--- src/rtl/r88_pkg.sv ---
// Rocket88 interrupt sequencer shared definitions.
// State encoding, default vectors and transfer types.
package r88_pkg;

  typedef enum logic [3:0] {
    ST_IDLE,
    ST_PUSH_PCH,
    ST_PUSH_PCL,
    ST_PUSH_FL,
    ST_VEC_LO,
    ST_VEC_HI,
    ST_LOAD_PC,
    ST_RST_VEC_LO,
    ST_RST_VEC_HI
  } r88_state_e;

  localparam logic [15:0] R88_RESET_VEC = 16'hFFFC;
  localparam logic [15:0] R88_NMI_VEC   = 16'hFFFA;
  localparam logic [15:0] R88_IRQ_VEC   = 16'hFFFE;

  localparam logic XFER_RD = 1'b0;
  localparam logic XFER_WR = 1'b1;

endpackage

--- src/rtl/r88_sync2.sv ---
// Two-flop synchroniser for asynchronous request lines.
// Output is the second flop; reset clears both.
module r88_sync2 (
  input  logic i_clk,
  input  logic i_rst_n,
  input  logic i_d,
  output logic o_q
);

  logic r_meta;
  logic r_q;

  always_ff @(posedge i_clk or negedge i_rst_n) begin
    if (!i_rst_n) begin
      r_meta <= 1'b0;
      r_q    <= 1'b0;
    end else begin
      r_meta <= i_d;
      r_q    <= r_meta;
    end
  end

  assign o_q = r_q;

endmodule

--- src/rtl/r88_int_sequencer.sv ---
// Rocket88 reset/NMI/IRQ sequencer: stacks PC and flags,
// fetches the vector and hands the new PC to the register block.
module r88_int_sequencer
  import r88_pkg::*;
#(
  parameter logic [15:0] RESET_VEC = R88_RESET_VEC,
  parameter logic [15:0] NMI_VEC   = R88_NMI_VEC,
  parameter logic [15:0] IRQ_VEC   = R88_IRQ_VEC
) (
  input  logic        sysClock,
  input  logic        resetReqN,
  input  logic        nmiReq,
  input  logic        irq,
  input  logic        irqMask,
  input  logic        instrDone,
  input  logic [15:0] pc,
  input  logic [15:0] sp,
  input  logic [7:0]  flags,
  input  logic        memAck,
  input  logic [7:0]  memRData,
  output logic        memReq,
  output logic        memWe,
  output logic [15:0] memAddr,
  output logic [7:0]  memWData,
  output logic        spDec,
  output logic        pcLoad,
  output logic [15:0] newPc,
  output logic        setMask,
  output logic        cpuHold
);

  r88_state_e r_state;
  r88_state_e w_next;

  logic        r_live;
  logic        r_prevNmi;
  logic        r_nmiPend;
  logic        r_isRst;
  logic        r_spDec;
  logic [15:0] r_vec;
  logic [15:0] r_pc;
  logic [15:0] r_sp;
  logic [7:0]  r_flags;
  logic [15:0] r_newPc;

  logic        w_nmiSync;
  logic        w_irqSync;
  logic        w_nmiRise;
  logic        w_arb;
  logic        w_takeNmi;
  logic        w_takeIrq;
  logic        w_memSt;
  logic        w_req;
  logic        w_fire;
  logic        w_we;
  logic [15:0] w_addr;
  logic [7:0]  w_wdata;

  r88_sync2 u_nmi_sync (
    .i_clk   (sysClock),
    .i_rst_n (resetReqN),
    .i_d     (nmiReq),
    .o_q     (w_nmiSync)
  );

  r88_sync2 u_irq_sync (
    .i_clk   (sysClock),
    .i_rst_n (resetReqN),
    .i_d     (irq),
    .o_q     (w_irqSync)
  );

  assign w_nmiRise = w_nmiSync & ~r_prevNmi;
  assign w_arb     = (r_state == ST_IDLE) & instrDone;
  assign w_takeNmi = w_arb & (r_nmiPend | w_nmiRise);
  assign w_takeIrq = w_arb & ~w_takeNmi & w_irqSync & ~irqMask;

  assign w_memSt = (r_state != ST_IDLE) &&
                   (r_state != ST_LOAD_PC);
  // r_live keeps the bus quiet while reset is held
  assign w_req  = w_memSt & r_live;
  assign w_fire = w_req & memAck;

  always_comb begin
    w_next  = r_state;
    w_we    = XFER_RD;
    w_addr  = '0;
    w_wdata = '0;
    unique case (r_state)
      ST_IDLE: begin
        if (w_takeNmi || w_takeIrq) w_next = ST_PUSH_PCH;
      end
      ST_PUSH_PCH: begin
        w_we    = XFER_WR;
        w_addr  = r_sp - 16'd1;
        w_wdata = r_pc[15:8];
        if (w_fire) w_next = ST_PUSH_PCL;
      end
      ST_PUSH_PCL: begin
        w_we    = XFER_WR;
        w_addr  = r_sp - 16'd2;
        w_wdata = r_pc[7:0];
        if (w_fire) w_next = ST_PUSH_FL;
      end
      ST_PUSH_FL: begin
        w_we    = XFER_WR;
        w_addr  = r_sp - 16'd3;
        w_wdata = r_flags;
        if (w_fire) w_next = ST_VEC_LO;
      end
      ST_VEC_LO: begin
        w_addr = r_vec;
        if (w_fire) w_next = ST_VEC_HI;
      end
      ST_VEC_HI: begin
        w_addr = r_vec + 16'd1;
        if (w_fire) w_next = ST_LOAD_PC;
      end
      ST_LOAD_PC: begin
        w_next = ST_IDLE;
      end
      ST_RST_VEC_LO: begin
        w_addr = r_vec;
        if (w_fire) w_next = ST_RST_VEC_HI;
      end
      ST_RST_VEC_HI: begin
        w_addr = r_vec + 16'd1;
        if (w_fire) w_next = ST_LOAD_PC;
      end
      default: w_next = ST_IDLE;
    endcase
  end

  always_ff @(posedge sysClock or negedge resetReqN) begin
    if (!resetReqN) begin
      r_state   <= ST_RST_VEC_LO;
      r_live    <= 1'b0;
      r_prevNmi <= 1'b0;
      r_nmiPend <= 1'b0;
      r_isRst   <= 1'b1;
      r_spDec   <= 1'b0;
      r_vec     <= RESET_VEC;
      r_pc      <= '0;
      r_sp      <= '0;
      r_flags   <= '0;
      r_newPc   <= '0;
    end else begin
      r_state   <= w_next;
      r_live    <= 1'b1;
      r_prevNmi <= w_nmiSync;
      r_spDec   <= w_fire & w_we;
      // a rise seen while one is already pending is dropped
      if (w_takeNmi) r_nmiPend <= 1'b0;
      else if (w_nmiRise) r_nmiPend <= 1'b1;
      if (w_takeNmi || w_takeIrq) begin
        r_pc    <= pc;
        r_sp    <= sp;
        r_flags <= flags;
        r_isRst <= 1'b0;
        r_vec   <= w_takeNmi ? NMI_VEC : IRQ_VEC;
      end
      if (w_fire && (r_state == ST_VEC_LO ||
                     r_state == ST_RST_VEC_LO))
        r_newPc[7:0] <= memRData;
      if (w_fire && (r_state == ST_VEC_HI ||
                     r_state == ST_RST_VEC_HI))
        r_newPc[15:8] <= memRData;
    end
  end

  assign memReq   = w_req;
  assign memWe    = w_req & w_we;
  assign memAddr  = w_req ? w_addr : '0;
  assign memWData = w_req ? w_wdata : '0;
  assign spDec    = r_spDec;
  assign pcLoad   = (r_state == ST_LOAD_PC);
  assign newPc    = r_newPc;
  assign setMask  = pcLoad & ~r_isRst;
  assign cpuHold  = (r_state != ST_IDLE);

endmodule

--- config.mk ---
export PLATFORM = sky130hd
export DESIGN_NAME = r88_int_sequencer
export DESIGN_NICKNAME = d
export VERILOG_FILES = /design/src/rtl/r88_pkg.sv /design/src/rtl/r88_sync2.sv /design/src/rtl/r88_int_sequencer.sv
export SDC_FILE = /design/constraint.sdc
export NUM_CORES = 1
export LEC_CHECK = 0
export BUFFER_PORTS_ARGS = -buffer_cell sky130_fd_sc_hd__buf_2
export CORE_MARGIN = 4
export CORE_UTILIZATION = 43
export CTS_CLUSTER_DIAMETER = 100
export DETAILED_ROUTE_END_ITERATION = 8
export PLACE_DENSITY = 0.74
export SLEW_MARGIN = 20
export SYNTH_ARGS = -nofsm -noshare
export SYNTH_HDL_FRONTEND = slang
export SYNTH_SLANG_ARGS = --single-unit
--- constraint.sdc ---
create_clock -name sysClock -period 6.54 [get_ports sysClock]
set_input_delay 1.308 -clock sysClock [delete_from_list [all_inputs] [get_ports sysClock]]
set_output_delay 1.308 -clock sysClock [all_outputs]
set_load 0.05 [all_outputs]
# == Word-level counts from Yosys, hierarchy flattened ==
# Index checks and enable logic that the tools add are counted.
# totals
ff_bits,85
# op_classes
mux,16
bitwise,16
n_reduce_logical,13
add_sub_neg,4
n_eq_ne,16
# ops
cell,n
$pmux W16 S5,1
$sub A16 B2 Y16 const B,2
$mux W4,7
$pmux W4 S7,1
$pmux W8 S3,1
$add A16 B1 Y16 const B,1
$eq A4 B3 Y1 const B,4
$mux W16,1
$sub A16 B1 Y16 const B,1
$and A1 B1 Y1,11
$ne A2 B2 Y1 const B,5
$eq A4 B2 Y1 const B,2
$mux W8,1
$reduce_and A7 Y1,1
$eq A4 B1 Y1 const B,1
$eq A4 B4 Y1 const B,1
$logic_not A4 Y1,1
$ne A2 B1 Y1 const B,2
$ne A4 B3 Y1 const B,1
$not A1 Y1,4
$reduce_bool A4 Y1,1
$reduce_or A2 Y1,2
$logic_and A1 B1 Y1,3
$logic_or A1 B1 Y1,3
5 further kinds,7

# == Longest topological paths before layout ==
# Gate-level depths: netlist (run 1).
# logic_depth
word_depth,11
depth_mapped,11
depth_no_buf,9

# == Hierarchy ==
# From an unflattened synthesis (run 1), not the netlist that was laid out.
# hier_totals
cells_unflattened,346
area_unflattened_um2,3823.7
# modules_own_cells
mod,area_each_um2,cells_each,instances
r88_int_sequencer,3723.6,342,1
r88_sync2,50.0,2,2

# == Worst setup path before layout (run 1) ==
# OpenSTA, ideal clock, no wires.
# synth_timing
path_type,reg2out
start,register r_state[0]
end,output memAddr[15]
n_path_buf,2
path_stages_with_launch,11
arrival_time_ns,3.578
setup_slack_ns,1.654
t_required_ns,5.232
cell_sequence,dfstp_2 > buf_4 > inv_1 > nor3_1 > buf_2 > nand2_1 > ha_1 > a211oi_4 > nand2_1 > or4_1 > a41oi_1
# synth_between
elab_chain_len,4
elab_cells_between_ends,15
cone_classes,8 x eq/ne; 2 x mux; 1 x bitwise; 4 x reduce/logical
# synth_lines
element,line,text
from (decl),r88_int_sequencer.sv:32,r88_state_e r_state;
from (signal assigned),r88_int_sequencer.sv:148,r_state <= w_next;
$eq A4 B3 Y1 (tied with other cells),r88_int_sequencer.sv:89,unique case (r_state)
$reduce_or A2 Y1 (no source line) or $logic_and A1 B1 Y1 (tied branches),-,
$pmux W16 S5 or $and A1 B1 Y1 (tied branches),"r88_int_sequencer.sv:89, r88_int_sequencer.sv:81",
$mux W16 *,r88_int_sequencer.sv:173,assign memAddr = w_req ? w_addr : '0;
to (decl),r88_int_sequencer.sv:23,"output logic [15:0] memAddr,"
# Mark *: on every way between the ends. The rest lies on a longest branch, timed or not.

# == Final worst setup path (run 1) ==
# layout_timing
start,register r_state[0]
end,output memAddr[14]
# The elaborated chain is that of the path after synthesis.

==> run summary, run 1 <==
Sorting the synthesized cells by area gives the leading types as dfrtp_1, mux2_2, xnor2_1, nor2_1, dfstp_2. The async set or reset register ratio after synthesis was 100%; the aggregate negative setup slack was 0 ns. Average size of a mapped cell: 11.1 um^2. Clock tree synthesis selected as its root buffer the cell clkbuf_8. The run gives 346 as the post-synthesis instance total. For the peak supply drop, the log shows 0.000228 V.

The hold-critical path depth works out to 0. In this run the most critical hold path is launched from u_nmi_sync.r_meta. The count of distinct cell types in the synthesized netlist is 50. The number of enable flip-flop cells after synthesis is 0, and the number of global-route vias before repair is 3029. The logic depth of the worst path, buffers included came out at 11. Slack of the worst reg-to-reg path: 4.22 ns. The full die area was 0.0105 mm^2. The die is 102 um wide.

TritonCTS built the clock tree. After synthesis, flip-flops and latches occupy 46.6% of the total area. The first global-routing pass estimated 14700 um of wire.

Yosys instantiated no cell more often than dfrtp_1. The detailed-route vias per instance was 5.45. The flow ran to the end, and the final reports show no timing, DRC or antenna violations.

Summed over its instances, the top area cell type makes up 43.2% of the synthesized netlist area. Buffers placed on the I/O ports in this run total 100. The logs give 0 for the final global-route overflow total and 0 for the total of warnings raised by yosys. The number of synthesized register bits was 71. The number of placement rows is 34, and the post-synthesis net count is 404.

The worst register-to-register path begins at r_state[1]. The buffer and inverter count on the worst path was 3. The library cell occupying the most area in the post-synthesis netlist was dfrtp_1. After the last flow step, the layout net total stands at 497. Subtracting the final worst setup slack from the clock period gives 5.03 ns. The logs give 0 for the post-cts hold buffer count and 0.00190 mm^2 for the area used by multi-input combinational logic. The clock skew after layout came out at 0.0144 ns. The final hold violation count was 0; the static leakage was 2.13 nW. The initial antenna violation count came out at 0. Setup repair after global routing left no endpoint under its margin.

Final hold analysis gives a worst-case slack of 0.351 ns. The post-detailed-route wirelength per cell works out to 16.1 um. In this run the remaining antenna-violating nets after routing total 0. The worst setup path is captured at an output port.

The number of remaining DRC errors was 0. The tools report the required time at the endpoint of the critical path as 5.23 ns. The H-tree generated during clock tree synthesis spans 3 levels. The floorplan step set the die height to 102 um. The run gives 0 as the final max-slew violation count. The cell repeated most along the worst path was nor3_1. The largest single stage delay on the critical path is 0.65 ns. For hold timing, the worst endpoint is u_nmi_sync.o_q. The worst-case headroom to the max-slew limit is 40.8%, and the number of violations of the max-capacitance limit is 0.

The tools report the sum of routed wire length over all layers as 8900 um. In the synthesized netlist the dominant register cell turns out to be dfrtp_1. For this configuration, the core starts out at a cell density of 44.1%. Walking the worst path, the cells encountered are inv_1 -> nor3_1 -> buf_4 -> nand2_1 -> fa_1 -> nor3_1 -> nand4_1 -> xnor2_1 -> a221oi_1 -> nor2_1 -> buf_2. The tools report the detailed-router iteration count before antenna repair as 4. The signal arrival time at the worst endpoint is 3.72 ns. The longest clock path from root to sink contains 2 buffers. The worst setup path is launched from a register. The logs give 786 for the number of fillers in the final layout and 71 for the clock sink count. At the pin with the least slew margin, the transition time is 0.888 ns. The class of the most critical setup path was register to output port. Tracing the worst setup path back leads to its startpoint at r_state[0]. On the critical path the largest part of the delay comes from simple AND/OR/NAND/NOR gates. The min-delay analysis places its worst path in the category register to register. In the final layout, flip-flops and latches occupy 0.00178 mm^2.

For this block, the initial DRC count from the detailed router was 209. The run gives 101 as the number of top-level design ports. The run gives 0.199 GHz as the achievable frequency. For the post-cts gate resize count, the log shows 0.

The power density over the cells was 595 mW/mm^2. For the post-CTS setup buffer count, the log shows 0. Relative to the synthesized area, the layout overhead comes to 21.5%.

Setup violations remaining at the end of the flow were counted as 0. The commonest cells after synthesis are dfrtp_1, mux2_2, nor2_1. The path depth of the worst reg2reg path came out at 5.

The logs give 0.909 for the routability congestion estimate and 9 for the clock buffer count from CTS. In the global route stage, overall resource usage came out at 18.0%. The critical path's slowest cell is dfstp_2.

Clock-pin slew was measured on the worst setup and hold paths at 0.09 ns. The pin count of the biggest net entering global routing was 72; the synthesized area was 0.00382 mm^2. The final cell utilization of the core is 53.5%, and the clock insertion delay at the later pin of the skew report is 0.36 ns.

The maximum fanout along the worst path is 14, and the detailed-route via count is 3013. The worst register-to-register path ends at r_flags[4]. Post-detailed-placement half-perimeter wirelength: 6440 um. Of the available clock period, the critical path in the final layout requires 76.9%. In this run the standard cell core region covers 0.00868 mm^2.

Cells with a size suffix above 1 make up 43.2% of the layout.
worst max-delay path by stage:
| stage | end | slack, ns |
|---|---|---|
| floorplan | memAddr[15] | 1.65 |
| global route | memAddr[12] | 1.22 |
| global placement | memAddr[12] | 2.11 |
| finish | memAddr[14] | 1.51 |
| detailed placement | memAddr[14] | 1.94 |
| CTS | memAddr[14] | 1.56 |
layout make-up:
| class | instances | share of cell area (%) |
|---|---|---|
| Tap cell | 108 | 2.91 |
| Timing Repair Buffer | 104 | 11.4 |
| Inverter | 6 | 0.485 |
| Sequential cell | 71 | 38.4 |
| Antenna cell | 1 | 0.0539 |
| Clock buffer | 11 | 3.04 |
| Multi-Input combinational cell | 247 | 41.0 |
| Clock inverter | 5 | 2.77 |
worst reg2reg max path, stage by stage, from the launching register on:
cell and delay [ns]:
dfstp_2 0.86, nor2_1 0.10, and3_1 0.25, o21ai_4 0.09, buf_4 0.47, mux2_2 0.42
stage by stage:
step	total power, mW	area [um^2]	instances	worst slack (ns)
2_1_floorplan	1.99	3820	346	1.65
3_3_place_gp	2.27	4370	536	2.11
3_5_place_dp	2.30	4370	536	1.94
4_1_cts	2.78	4640	552	1.56
5_1_grt	2.94	4640	552	1.22
6_report	2.76	4650	553	1.51
cells in the final DEF (no fill, tap or decap), types with 9 or more instances in the layout:
| master | Yosys | routed |
|---|---|---|
| nand3_1 | 9 | 9 |
| a221oi_1 | 9 | 9 |
| mux2_2 | 56 | 56 |
| clkbuf_8 | 0 | 10 |
| nor2_1 | 37 | 37 |
| a21oi_1 | 19 | 19 |
| nand2_1 | 17 | 17 |
| dfrtp_1 | 66 | 66 |
| buf_2 | 14 | 100 |
| mux2i_1 | 10 | 10 |
| xnor2_1 | 17 | 17 |
report_power, final:
part / switching [mW] / internal [mW]
Clock: 0.168 / 0.303
Combinational: 0.919 / 0.513
Sequential: 0.223 / 0.639
Total: 1.31 / 1.46
flip-flops by register name (all words and copies together) (netlist names):
register / flops
newPc: 16
r_pc: 16
r_sp: 16
r_flags: 8
r_state: 4
r_vec: 2
r_isRst: 1
r_live: 1
r_nmiPend: 1
r_prevNmi: 1
spDec: 1
u_irq_sync.o_q: 1
u_irq_sync.r_meta: 1
u_nmi_sync.o_q: 1
u_nmi_sync.r_meta: 1
per-layer routing:
metal	GRT usage, %	up-vias	share of wire [%]	wire length, um
met1	22.9	1466	41	3680
met5	0	-	0	0
met2	29.5	102	50	4450
met4	7.37	0	1.5	137
met3	4.10	13	7.2	638
li1	-	1432	-	-
cells by family (layout without fill, tap and decap cells):
kind of cell | Yosys count | count (layout) | share of synthesized area [%]
XOR/XNOR | 18 | 18 | 4.12
multiplexers | 66 | 66 | 19.1
buffers and inverters | 28 | 126 | 3.93
AO/OA/AOI/OAI | 57 | 57 | 11.1
flip-flops | 71 | 71 | 46.6
AND/OR/NAND/NOR | 102 | 102 | 13.8
other | 1 | 2 | 0.0981
adder cells (fa/ha/maj) | 3 | 3 | 1.18
Note: power is estimated with default switching activity, not from simulation.
==> run 2: changes to the inputs <==
Settings changed: PLACE_DENSITY 0.74 to 0.77.
Clock period 6.54 ns to 4.3 ns, I/O delays scaled along.
==> run 2 against run 1 <==
  * Sequential power is 52% higher
  * Core utilization is 0.12 points lower
  * Setup slack worse by 1.3 ns
  * First-iteration DRC count is 40% lower
  * Non-clock buffer count is 2 higher
  * Hold slack worse by 0.0020 ns
  * Flip-flop and latch count stayed put
  * Via count is 0.80% higher
  * Critical path type unchanged
  * Largest power group unchanged
==> run summary, run 2 (synthesis results as in run 1) <==
TritonCTS built the clock tree. The detail route stage leaves a number of antenna-violating nets equal to 0. Setup violations remaining at the end of the flow were counted as 0. The final global-route overflow total was 0; the achievable frequency was 0.244 GHz.

For the number of design-rule violations left by the first detailed-router iteration, the log shows 125. Global routing consumed, over all layers together, 18.4% of the routing resources. The first TritonRoute pass finished after 4 iterations.

The flow ran to the end, and the final reports show no timing, DRC or antenna violations. At the worst endpoint, the required time is 3.44 ns. The post-detailed-route wirelength per cell was 16.4 um. Across the run, the number of max-cap violations was 0.

The run gives 0 as the final max-slew violation count. The pin slew with the least headroom to its limit is 0.772 ns, and the number of global-route vias before repair is 3109. Global routing consumed, on the met3 layer, 5.67% of the routing resources.

The path class of the tightest hold or removal check is register to register. The library cell used most frequently in the layout, excluding fill and tap cells, is buf_2. Along the worst path, the maximum fanout reaches 12. The worst path needs 4.09 ns of the cycle, external delays included. The final hold violation count came out at 0. In this run the power density over the cells is 887 mW/mm^2. The critical path starts at r_state[0].

Height of the die: 102 um. Setup repair after global routing left no endpoint under its margin. No sink is reached through more buffers than the 2 on the longest clock path. In this run the most critical hold path is launched from u_nmi_sync.r_meta. In the global route stage, met1 resource usage came out at 23.1%. For the clock insertion delay at the later pin of the skew report, the log shows 0.34 ns. Summed over all cells, the static leakage comes to 2.11 nW. The share of final-layout standard cells stronger than drive strength 1 works out to 44.2%. Relative to the synthesized area, the layout overhead comes to 21.3%. The finished cells cover 0.00464 mm^2. The tree is rooted in a clkbuf_8. Busiest layer in global routing: met2. Routability-driven placement finished with a final weighted congestion of 0.895.

The starting density of the core came out at 44.1%. After floorplanning, the core was sized to cover 0.00868 mm^2. The first-pass GRT wire length came out at 15100 um.

The logs give 49 for the pin count of the biggest net entering global routing and 3037 for the detailed-route via count. The tools report the number of placement rows as 34. For the cell area after placement, the log shows 0.00439 mm^2. Total power for the finished layout comes to 4.12 mW. In the global route stage, met2 resource usage came out at 30.8%. The run gives 0.467 ns as the minimum setup slack after placement. The net count of the finished layout is 499.

The initial antenna violation count is 2. Setup slack on the critical path of the routed design comes to 0.208 ns. In this run the tool buffered the top-level ports with 100 buffer cells. In the layout the commonest cells are buf_2, dfrtp_1, mux2_2. The die is 102 um wide. The worst setup path is launched from a register. The routed design has 9110 um of wire.

In this run the count of I/O pins placed on the die edge is 101. The tools report the nature of the critical path endpoint as an output port. In the finished design, the share of the clock period the worst path needs comes to 95.2%. The run gives 0.000356 V as the peak supply drop. Full die area: 0.0105 mm^2. After clock tree synthesis, the clock-pin slew on the worst setup and hold paths is 0.08 ns. The class of the most critical setup path is register to output port. The tools report the clock buffer count from CTS as 9. Number of levels in the clock H-tree: 3.

For this run, design rule violations remaining after detail routing come to 0. At the worst endpoint, the arrival time is 3.23 ns. The worst register-to-register path begins at r_state[1]. The run gives 6830 um as the post-detailed-placement half-perimeter wirelength.

The final cell utilization of the core was 53.4%. After detailed routing, the number of vias per cell comes to 5.48. Setup total negative slack on the finished layout was measured at 0 ns. The logs give 71 for the clock sink count and 48.1% for the worst-case headroom to the max-slew limit. The repair_antennas step left the layout with diodes totalling 0. On the final layout, the worst clock skew is 0.0122 ns.
-- run 2: path summary, 6_finish.rpt --
check	to	slack, ns	cells past startpoint
setup reg to reg	r_sp[12]	1.87	5
hold / removal	u_nmi_sync.o_q	0.35	0
setup / recovery	memAddr[15]	0.21	9
hold reg to reg	u_nmi_sync.o_q	0.35	0
min in group asynchronous	newPc[12]	0.53	1
max in group asynchronous	r_state[0]	2.97	2
-- run 2: cell type report --
type | instances | area (um^2)
sequential | 71 | 1780
inverter | 6 | 22.5
tap | 108 | 135
multi-input combinational | 247 | 1920
timing repair buffer | 106 | 551
clock buffer | 10 | 138
clock inverter | 6 | 92.6
fill | 820 | 4040
-- run 2: repair_timing --
item | 4_1_cts | 5_1_grt
endpoints found under the setup margin | 0 | 3
endpoints found under the hold margin | 0 | 0
resized for setup | 0 | 2
hold buffers | 0 | 0
buffers inserted | 0 | 1
-- run 2: where the power goes --
group | leakage (nW) | internal, mW | total [mW] | switching [mW]
combinational | 1.15 | 0.800 | 2.21 | 1.41
sequential | 0.853 | 0.972 | 1.31 | 0.342
clock | 0.109 | 0.345 | 0.596 | 0.250
-- run 2: metal layers --
layer	vias to the layer above	part of all wire (%)
met5	-	0.22
met4	4	1.0
met3	13	8.2
met2	117	51
met1	1480	39
li1	1423	-
-- run 2: stage by stage --
step | hold slack, ns | cells
2_1_floorplan | 0.331 | 346
3_3_place_gp | 0.336 | 537
3_5_place_dp | 0.342 | 537
4_1_cts | 0.354 | 553
5_1_grt | 0.367 | 554
6_report | 0.349 | 554
-- run 2: worst max-delay path, cell delays in order (launching register included) --
cell and delay [ns]:
dfstp_2 0.64, inv_1 0.12, nor3_2 0.21, nand2_1 0.12
ha_1 0.35, a211oi_4 0.30, nand2_1 0.15, or4_1 0.53
a41oi_2 0.21, clkbuf_4 0.26
==> run 3: changes to the inputs <==
--- a/config.mk
+++ b/config.mk
@@ -6,4 +6,5 @@
 export NUM_CORES = 1
 export LEC_CHECK = 0
+export ABC_AREA = 1
 export BUFFER_PORTS_ARGS = -buffer_cell sky130_fd_sc_hd__buf_2
 export CORE_MARGIN = 4
@@ -11,5 +12,5 @@
 export CTS_CLUSTER_DIAMETER = 100
 export DETAILED_ROUTE_END_ITERATION = 8
-export PLACE_DENSITY = 0.77
+export PLACE_DENSITY = 0.76
 export SLEW_MARGIN = 20
 export SYNTH_ARGS = -nofsm -noshare
==> constraint.sdc (replaced) <==
create_clock -name sysClock -period 4.3 [get_ports sysClock]
set_input_delay 0.86 -clock sysClock [delete_from_list [all_inputs] [get_ports sysClock]]
set_output_delay 0.86 -clock sysClock [all_outputs]
set_load 0.02 [all_outputs]
==> run 3 against run 2 <==
  * Hold slack better by 0.0040 ns
  * Via count up 25%
  * Register-to-register slack worse by 0.25 ns
  * Maximum frequency up 13%
  * Sequential power down 11%
  * Combinational power down 17%
  * Flip-flop and latch count unchanged
  * Largest cell class unchanged
  * Largest power group unchanged
==> run summary, run 3 <==
The final hold violation count is 0. After synthesis, the most frequently instantiated cells are nand2_1, inv_1, dfrtp_1. The count of buffers added on input and output ports is 100.

The post-synthesis instance total came out at 562. After layout, the minimum clock period comes to 3.62 ns. The worst setup path is launched from a register. The synthesized design spends more area on one cell type than any other, namely dfrtp_1.

Cells with a size suffix above 1 make up 22.8% of the layout. The most common cell in the synthesized netlist is nand2_1. The logs give 0 for the number of remaining DRC errors and 0 for the antenna diode count. The logs give 53.5% for the final cell utilization of the core and 3.44 ns for the required time at the endpoint of the critical path. The clock passes through at most 2 buffers. The aggregate negative setup slack came out at 0 ns.

For the register area share after synthesis, the log shows 44.7%. Detailed placement ended at an HPWL of 7180 um. For this design the ratio of total power to cell area is 768 mW/mm^2. From bottom edge to top edge, the die measures 104 um.

The logs give 3852 for the number of global-route vias before repair and 716 for the total number of nets in the final design. The share of synthesized area in the top cell type comes to 41.4%. The final max-slew violation count came out at 0.

STA classifies the critical path endpoint as an output port. After clock tree synthesis, the clock-pin slew on the worst setup and hold paths is 0.07 ns. STA puts the critical path data arrival time at 2.76 ns. The post-route clock period utilization is 84.3%.

The number of enable flip-flop cells after synthesis is 0, and the growth of design area from synthesis to finish is 19.1%. Headroom to the max-slew limit came out at 46.1%. The run gives 0.00475 mm^2 as the final design area excluding fillers.

TritonCTS built the clock tree. Detailed routing placed a total of 4670 um of wire on met2. Buffers inserted during clock tree synthesis total 9. In this run, the number of DRC markers left after iteration 0 of detailed routing was 223.

Summing all placed instances gives a cell area of 0.00451 mm^2. Leaving out fill and tap cells, the most frequent cell in the layout is nand2_1. Synthesis instantiated 28 different standard cells from the library. Detailed-router iteration count before antenna repair: 5. Sorting the synthesized cells by area gives the leading types as dfrtp_1, nand2_1, nand3_1, inv_1, nor2_1. In this run the worst hold path is classified as register to register. In the final routed layout, each cell accounts on average for 13.1 um. The synthesized netlist occupies a cell area of 0.00399 mm^2. The logs give 0 for the post-cts hold buffer count and 634 um for the routed length on met3. The die covers 0.0109 mm^2.

The detailed-route via count is 3805, and the chip width is 104 um. The number of cells on the worst reg-to-reg path is 9. The post-cts gate resize count was 0; the setup slack after layout was 0.676 ns. The tools report the peak supply drop as 0.000310 V.

101 I/O pins were placed. Using the TritonRoute via totals, the vias-per-cell ratio works out to 4.94. The clock net in this run drives a total of 71 sinks. The H-tree was split into 3 levels.

The run gives 0 as the final global-route overflow total. The first-pass GRT wire length was 17300 um; the number of standard cells in the final layout excluding fillers was 771. The post-route antenna net violation count came out at 0. The sum of routed wire length over all layers is 10100 um.

The setup path with the least slack is of type register to output port. In the global route stage, overall resource usage came out at 19.3%. The static leakage came out at 2.75 nW. The hold-critical path depth was 0; the pin count of the biggest net entering global routing was 56. The clock arrives with 0.00823 ns of skew.

The number of violations of the max-capacitance limit is 0. The flow ran to the end, and the final reports show no timing, DRC or antenna violations. For this run, the leading register cell type out of synthesis is dfrtp_1.

Post-CTS timing repair inserted 0 buffers for setup. The area of the core is 0.00889 mm^2, and the async set or reset register ratio after synthesis is 100%. The synthesized design contains 71 register bits. Setup repair after global routing left no endpoint under its margin. At the end of routability-driven placement, the weighted congestion stood at 0.914.

Derived from the worst setup path, the maximum achievable clock frequency is 0.276 GHz. The clock insertion delay at the later pin of the skew report is 0.35 ns. The average size of a mapped cell was 7.10 um^2. The logs give 620 for the post-synthesis net count and 0 for the initial antenna violation count. The maximum fanout along the worst path is 7, and the starting density of the core is 44.9%. The cell sitting at the root of the clock tree is a clkbuf_8.

For the pin with the worst max-slew slack, the measured transition is 0.807 ns. Worst hold slack across all endpoints: 0.353 ns. In the layout the commonest cells are nand2_1, buf_2, inv_1.

The top routing layer in use is met4. The run gives 0 as the total of warnings raised by yosys. Timing analysis after detailed placement gives a worst setup slack of 1.10 ns. The number of placement rows was 34.

In this run, placement finished with an instance count of 755. For the setup-violating endpoint count in the final report, the log shows 0. The design draws 3.65 mW. The detailed router put a total of 4520 um of wire on met1.
-- run 3: changes by cell type after synthesis, moves of 17 or more --
| cell | before | now |
|---|---|---|
| nand2_1 | 17 | 217 |
| nand3_1 | 9 | 54 |
| o21ai_0 | 5 | 26 |
| xnor2_1 | 17 | 0 |
| mux2_2 | 56 | 0 |
| inv_1 | 6 | 67 |
-- run 3: path summary, 6_finish.rpt --
check                                  start              to  slack (ns)
max                               r_state[0]     memAddr[10]        0.68
min                        u_nmi_sync.r_meta  u_nmi_sync.o_q        0.35
max reg2reg                       r_state[0]         r_sp[1]        1.62
min reg2reg                u_nmi_sync.r_meta  u_nmi_sync.o_q        0.35
max in group asynchronous          resetReqN      r_state[2]        2.95
min in group asynchronous          resetReqN       newPc[14]        0.51
-- run 3: critical path, cell delays in order, from the launching register on --
cell and delay (ns):
dfstp_2 0.60, nand2_1 0.11, inv_1 0.08, nand2_1 0.12, fa_1 0.41, inv_1 0.09, nand2_1 0.13, nor2_1 0.29
nand2_1 0.11, nand2_1 0.07, nand3_1 0.06, nand3_1 0.09, nand2_1 0.05, inv_1 0.07, buf_2 0.15
-- run 3: area by class of cell --
| type | count | area, um^2 |
|---|---|---|
| flip-flops and latches | 71 | 1780 |
| fillers | 854 | 4140 |
| well taps | 108 | 135 |
| multi-input cells | 401 | 1810 |
| repair buffers | 101 | 510 |
| clock buffers | 11 | 131 |
| clock inverters | 5 | 106 |
| inverters | 74 | 280 |
-- run 3: cell families (layout without fill, tap and decap cells) --
| group | count (synthesis) | count (layout) | synth area share, % |
|---|---|---|---|
| fa+ha+maj | 3 | 3 | 1.13 |
| xor+xnor | 3 | 3 | 0.658 |
| simple gates | 338 | 338 | 35.3 |
| buf+inv | 90 | 191 | 10.1 |
| compound gates | 56 | 56 | 8.06 |
| flops | 71 | 71 | 44.7 |
| other cells | 1 | 1 | 0.0940 |
-- run 3: power breakdown --
part / internal, mW / switching, mW / leakage (nW)
Combinational: 0.585 / 1.26 / 1.76
Sequential: 0.952 / 0.212 / 0.880
Clock: 0.387 / 0.256 / 0.114
Total: 1.92 / 1.73 / 2.75
-- run 3: routing by layer --
layer  track usage (%)  up-vias
met4              9.59        0
met2              30.2      126
met3              4.16       18
li1                  -     1918
met5                 0        -
met1              25.2     1743
